--- config.mk ---
export PLATFORM = sky130hd
export DESIGN_NAME = lsu_mem_ctrl
export DESIGN_NICKNAME = d
export VERILOG_FILES = /design/src/rtl/lsu_mem_ctrl.sv
export SDC_FILE = /design/constraint.sdc
export NUM_CORES = 1
export LEC_CHECK = 0
export ABC_AREA = 1
export BUFFER_PORTS_ARGS = -buffer_cell sky130_fd_sc_hd__buf_4
export CORE_ASPECT_RATIO = 1.2
export CORE_MARGIN = 10
export CORE_UTILIZATION = 33
export CTS_CLUSTER_DIAMETER = 50
export CTS_CLUSTER_SIZE = 12
export DETAILED_ROUTE_END_ITERATION = 16
export MAX_ROUTING_LAYER = met4
export PLACE_DENSITY = 0.58
export SYNTH_ARGS = -nofsm -noshare
export SYNTH_HDL_FRONTEND = slang
export SYNTH_SLANG_ARGS = --single-unit
--- constraint.sdc ---
create_clock -name clk -period 7.55 [get_ports clk]
set_input_delay 1.8875 -clock clk [delete_from_list [all_inputs] [get_ports clk]]
set_output_delay 1.8875 -clock clk [all_outputs]
set_load 0.05 [all_outputs]
--- src/rtl/lsu_mem_ctrl.sv ---
// lsu_mem_ctrl: sequences LSU load/store accesses onto the shared data-memory
// bus. One access in flight at a time; misaligned/illegal requests and bus
// timeouts complete with resp_err instead of stalling the pipeline.
//
// Ports:
//   clk, rst                 clock, async active-high reset
//   req_valid/req_ready      core request handshake
//   req_we, req_addr, req_wdata, req_size, req_unsigned   request fields
//   resp_valid/rdata/err     one-cycle completion pulse with formatted data
//   busy                     controller not in IDLE
//   mem_req/we/addr/be/wdata memory request side
//   mem_gnt, mem_rvalid, mem_rdata   memory grant / read data / write ack

// Per-byte-lane store formatting: byte enable and the byte placed on this lane.
module lsu_store_lane #(
    parameter int LANE = 0
) (
    input  logic [1:0] size,
    input  logic [1:0] off,
    input  logic [7:0] b0,     // wdata[7:0]
    input  logic [7:0] b1,     // wdata[15:8]
    input  logic [7:0] bl,     // wdata byte matching this lane
    output logic       be,
    output logic [7:0] wbyte
);
    localparam logic [1:0] LIDX = 2'(LANE);

    always_comb begin
        be    = 1'b0;
        wbyte = 8'h00;
        case (size)
            2'b00: begin
                be    = (off == LIDX);
                wbyte = b0;
            end
            2'b01: begin
                // halves are 2-byte aligned, so only off[1] selects the pair
                be    = (off[1] == LIDX[1]);
                wbyte = LIDX[0] ? b1 : b0;
            end
            2'b10: begin
                be    = 1'b1;
                wbyte = bl;
            end
            default: ;
        endcase
    end
endmodule

module lsu_mem_ctrl #(
    parameter int TIMEOUT_CYCLES = 16
) (
    input  logic        clk,
    input  logic        rst,
    input  logic        req_valid,
    output logic        req_ready,
    input  logic        req_we,
    input  logic [31:0] req_addr,
    input  logic [31:0] req_wdata,
    input  logic [1:0]  req_size,
    input  logic        req_unsigned,
    output logic        resp_valid,
    output logic [31:0] resp_rdata,
    output logic        resp_err,
    output logic        busy,
    output logic        mem_req,
    output logic        mem_we,
    output logic [31:0] mem_addr,
    output logic [3:0]  mem_be,
    output logic [31:0] mem_wdata,
    input  logic        mem_gnt,
    input  logic        mem_rvalid,
    input  logic [31:0] mem_rdata
);
    localparam int NUM_LANES = 4;
    localparam int CNT_W     = $clog2(TIMEOUT_CYCLES + 1);
    localparam logic [CNT_W-1:0] CNT_LAST = CNT_W'(TIMEOUT_CYCLES - 1);

    typedef enum logic [1:0] {IDLE, REQ, WAIT, RESP} state_t;
    state_t state, state_nxt;

    logic [CNT_W-1:0] tmo_cnt;
    logic             lat_we, lat_uns;
    logic [1:0]       lat_size, lat_off;

    logic                            misaligned, done, tmo;
    logic [NUM_LANES-1:0]            lane_be;
    logic [NUM_LANES-1:0][7:0]       lane_wdata;
    logic [31:0]                     rd_shift, rd_fmt;

    assign req_ready = (state == IDLE);
    assign busy      = (state != IDLE);

    assign misaligned = (req_size == 2'b11)
                      | ((req_size == 2'b01) & req_addr[0])
                      | ((req_size == 2'b10) & (|req_addr[1:0]));

    // mem_rvalid only counts alongside mem_gnt in REQ (zero-wait memory)
    assign done = ((state == REQ) & mem_gnt & mem_rvalid)
                | ((state == WAIT) & mem_rvalid);
    assign tmo  = ((state == REQ) | (state == WAIT)) & (tmo_cnt == CNT_LAST) & ~done;

    genvar g;
    generate
        for (g = 0; g < NUM_LANES; g++) begin : g_lane
            lsu_store_lane #(.LANE(g)) u_lane (
                .size  (req_size),
                .off   (req_addr[1:0]),
                .b0    (req_wdata[7:0]),
                .b1    (req_wdata[15:8]),
                .bl    (req_wdata[8*g +: 8]),
                .be    (lane_be[g]),
                .wbyte (lane_wdata[g])
            );
        end
    endgenerate

    always_comb begin
        rd_shift = mem_rdata >> {lat_off, 3'b000};
        rd_fmt   = rd_shift;
        case (lat_size)
            2'b00:   rd_fmt = lat_uns ? {24'h0, rd_shift[7:0]}
                                      : {{24{rd_shift[7]}}, rd_shift[7:0]};
            2'b01:   rd_fmt = lat_uns ? {16'h0, rd_shift[15:0]}
                                      : {{16{rd_shift[15]}}, rd_shift[15:0]};
            default: rd_fmt = rd_shift;
        endcase
    end

    always_ff @(posedge clk or posedge rst) begin
        if (rst) state <= IDLE;
        else     state <= state_nxt;
    end

    always_comb begin
        state_nxt = state;
        case (state)
            IDLE: if (req_valid) state_nxt = misaligned ? RESP : REQ;
            REQ: begin
                if (done || tmo)  state_nxt = RESP;
                else if (mem_gnt) state_nxt = WAIT;
            end
            WAIT: if (done || tmo) state_nxt = RESP;
            RESP: state_nxt = IDLE;
            default: state_nxt = IDLE;
        endcase
    end

    always_ff @(posedge clk or posedge rst) begin
        if (rst) begin
            tmo_cnt    <= '0;
            lat_we     <= 1'b0;
            lat_uns    <= 1'b0;
            lat_size   <= 2'b00;
            lat_off    <= 2'b00;
            resp_valid <= 1'b0;
            resp_rdata <= '0;
            resp_err   <= 1'b0;
            mem_req    <= 1'b0;
            mem_we     <= 1'b0;
            mem_addr   <= '0;
            mem_be     <= '0;
            mem_wdata  <= '0;
        end else begin
            // response fields live for the single RESP cycle only
            resp_valid <= (state_nxt == RESP);
            resp_rdata <= '0;
            resp_err   <= 1'b0;
            case (state)
                IDLE: begin
                    if (req_valid) begin
                        lat_we   <= req_we;
                        lat_uns  <= req_unsigned;
                        lat_size <= req_size;
                        lat_off  <= req_addr[1:0];
                        tmo_cnt  <= '0;
                        if (misaligned) begin
                            resp_err <= 1'b1;
                        end else begin
                            mem_req   <= 1'b1;
                            mem_we    <= req_we;
                            mem_addr  <= {req_addr[31:2], 2'b00};
                            mem_be    <= lane_be;
                            mem_wdata <= lane_wdata;
                        end
                    end
                end
                REQ, WAIT: begin
                    tmo_cnt <= tmo_cnt + 1'b1;
                    if (mem_gnt || tmo) mem_req <= 1'b0;
                    if (done)     resp_rdata <= lat_we ? 32'h0 : rd_fmt;
                    else if (tmo) resp_err   <= 1'b1;
                end
                default: ;
            endcase
        end
    end
endmodule
==> flow_metrics.tcl <==
set metrics [dict create \
    status "finished clean" \
    slowest_stage "inv_2" \
    min_delay_worst_endpoint "mem_req" \
    clk_path_buf_depth 2 \
    root_buffer "clkbuf_16" \
    io-pin-count 211 \
    switchingPower_w 0.00174 \
    worstHoldStart "mem_req" \
    routed_wirelength_um 18100 \
    initial_core_util_pct 33.5 \
    ys.warnings.count 0 \
    syn_avg_cell_area_um2 7.98 \
    numCtsBuffers 17 \
    grt_busiest_layer "met2" \
    pwr_density_cell_nw_per_um2 470 \
    grt_pass1_wl_um 28900 \
    power_frac_clock_pct 25.0 \
    vias_per_cell 4.64 \
    grt_pass1_vias 5435 \
    fillers 1685 \
    reg2reg_to "mem_be[1]" \
    timing_worst_setup_path_type "input pin to flop" \
    die-area_um2 22800 \
    endpoint_kind "flop" \
    relSlewSlack_pct 33.5 \
    period_share_pct 57.8 \
    grt_use_met2_pct 26.2 \
    period_needed_ns 4.36 \
    drive_above_1_share_pct 29.6 \
    maxSlewViolCount 0 \
    cts_tree "built" \
    path_cells "buf_4 -> inv_1 -> ha_1 -> a21oi_1 -> nand3_4 -> inv_2 -> nand3_1 -> nand2_1" \
    max_stage_delay_ns 0.92 \
    grt_remaining_overflow 0 \
    wl_per_cell_um 16.0 \
    hpwlAfterDp_um 13400 \
    hold_slack_ns 0.475 \
    required_ns 7.90 \
    final_nets 1016 \
    crit_arrival_ns 4.71 \
    die_x_um 139 \
    clock_skew_ns 0.00768 \
    rr_startpoint "state[0]" \
    die_y_um 163 \
    ant_nets 0 \
    seq_area_um2 2880 \
    drt_first_pass_iters 4 \
    setup_tns_ns 0 \
    drtIter0Drc 366 \
    multi_input_area_um2 2380 \
    grt_util_met3_pct 5.29 \
    switching_share_pct 46.7 \
    drc 0 \
    clk_pin_slew_ns 0.05 \
    hp-class "flop to flop" \
    peakVddDrop_uv 321 \
    cts_hold_buf 0 \
    synthToLayoutAreaGrowth_pct 40.5 \
    grt_max_degree 98 \
    hold_depth 2 \
    clkLatencyLatePin_ns 0.42 \
    rsz0062_at_grt "false" \
    power_frac_comb_pct 49.0 \
    seq_power_share_pct 26.0 \
    p_leak_nw 4.24 \
    reg2reg_slack_ns 4.12 \
    grt_usage_pct 16.4 \
    synthCells 708 \
    core_um2 16900 \
    ys_ff_latch 115 \
    rr_worst_depth 8 \
    synth.distinct_cells 31 \
    rows 52 \
    clock-sinks 115 \
    met1_usage_pct 19.0 \
    cap_viol_max_count 0 \
    gp_congestion 0.840 \
    syn-cell-area_um2 5650 \
    via_count 5238 \
    antenna_found_initial 0 \
    final_hold_viol_count 0 \
    io_buffers 208 \
    postCtsSetupBuffers 0 \
    tightest_slew_ns 0.997 \
    cp_max_fo 97 \
    ys_seq_area_share_pct 50.9 \
    max_freq_mhz 229 \
    intPower_w 0.00198 \
    startpoint_type "input pin" \
    cts_max_level 4 \
    finalSetupViolCount 0 \
    antenna_cells 0 \
    cts_resized 0 \
]
## critical path, delay by kind of cell
kind / cells / cell delay (ns)
AND/OR/NAND/NOR: 3 / 1.01
AO/OA/AOI/OAI: 1 / 0.34
adder cells (fa/ha/maj): 1 / 0.34
buffers and inverters: 3 / 1.08
## Yosys cell counts
cell type    n  area share [%]
o21ai_0     78             6.9
buf_2       13             1.2
nand3_2      3            0.53
nand2_1    301              20
buf_1        1           0.066
nand2_2      1            0.11
nand2_4      2            0.40
ha_1        12             2.7
nor2_2      10             1.1
nor2_4       2            0.40
conb_1       1           0.066
o22ai_1      2            0.22
a21oi_2      1            0.16
buf_4        8             1.1
nand3_1     38             3.4
inv_2        4            0.27
nand3_4      1            0.31
clkinv_1     1           0.066
nor2_1      24             1.6
nor3_1      12             1.1
dfrtp_1    115              51
nand4_1      2            0.22
a21o_1       1            0.13
o31ai_1      1            0.13
buf_6        9             1.8
inv_1       31             2.1
clkbuf_1     9            0.60
or2_2        2            0.22
a211oi_1     7            0.93
inv_6        1            0.16
a21oi_1     15             1.3
## per-layer routing
layer,vias up,part of all wire (%)
li1,2635,-
met1,2409,42
met2,173,49
met3,21,6.3
met4,0,2.0
met5,-,0
## through the flow
stage          std cells  total power (W)  setup slack (ns)  utilization [%]  cell area [µm²]
4_1_cts             1128          0.00378              3.14             47.1             7940
3_5_place_dp        1096          0.00283              2.72             43.1             7250
3_3_place_gp        1096          0.00282              2.77             43.1             7250
6_report            1128          0.00373              3.19             47.1             7940
2_1_floorplan        709          0.00229              2.62                -             5650
5_1_grt             1128          0.00396              2.82             47.1             7940
## how the worst max path moves through the flow
| stage | from | end | cells past startpoint | slack, ns |
|---|---|---|---|---|
| 3_3_place_gp | req_size[1] | mem_be[1] | 8 | 2.77 |
| 5_1_grt | req_size[1] | mem_be[0] | 8 | 2.82 |
| 6_report | req_size[1] | mem_be[1] | 8 | 3.19 |
| 4_1_cts | req_size[1] | mem_be[0] | 8 | 3.14 |
| 2_1_floorplan | rst | lat_off[0] | 1 | 2.62 |
| 3_5_place_dp | req_size[1] | mem_be[1] | 8 | 2.72 |
## final cells by class
type,instances,share of cell area [%]
sequential,115,36.3
multi-input combinational,517,29.9
timing repair buffer,211,20.0
clock buffer,20,5.75
tap,216,3.41
clock inverter,12,2.84
inverter,37,1.84
## placed cells by master, fill, tap and decap left out, types with 15 or more instances in the layout
cell         n
nand2_1    301
inv_1       30
clkbuf_16   17
dfrtp_1    115
a21oi_1     15
o21ai_0     78
nor2_1      24
nand3_1     38
buf_4      211
## registers in the layout, indices dropped and copies added, names as in the netlist, 2 cells and up
register    flops
mem_wdata      32
resp_rdata     32
mem_addr       30
tmo_cnt         5
mem_be          4
lat_off         2
lat_size        2
state           2
## kinds of logic (layout without fill, tap and decap cells)
group,after synthesis,after routing,synth area share [%]
compound gates,105,105,9.81
flops,115,115,50.9
fa+ha+maj,12,12,2.66
simple gates,398,398,29.3
other cells,1,2,0.0664
buf+inv,77,280,7.22
## power by group through the flow
stage | Sequential, W | Combinational, W | Clock (W)
final | 0.000969 | 0.00183 | 0.000931
after floorplan | 0.00162 | 0.000670 | 0
after CTS | 0.000971 | 0.00186 | 0.000951
after detailed placement | 0.000975 | 0.00185 | 0
after global routing | 0.000999 | 0.00199 | 0.000975
after global placement | 0.000978 | 0.00184 | 0
(Power assumes the default switching activity.)
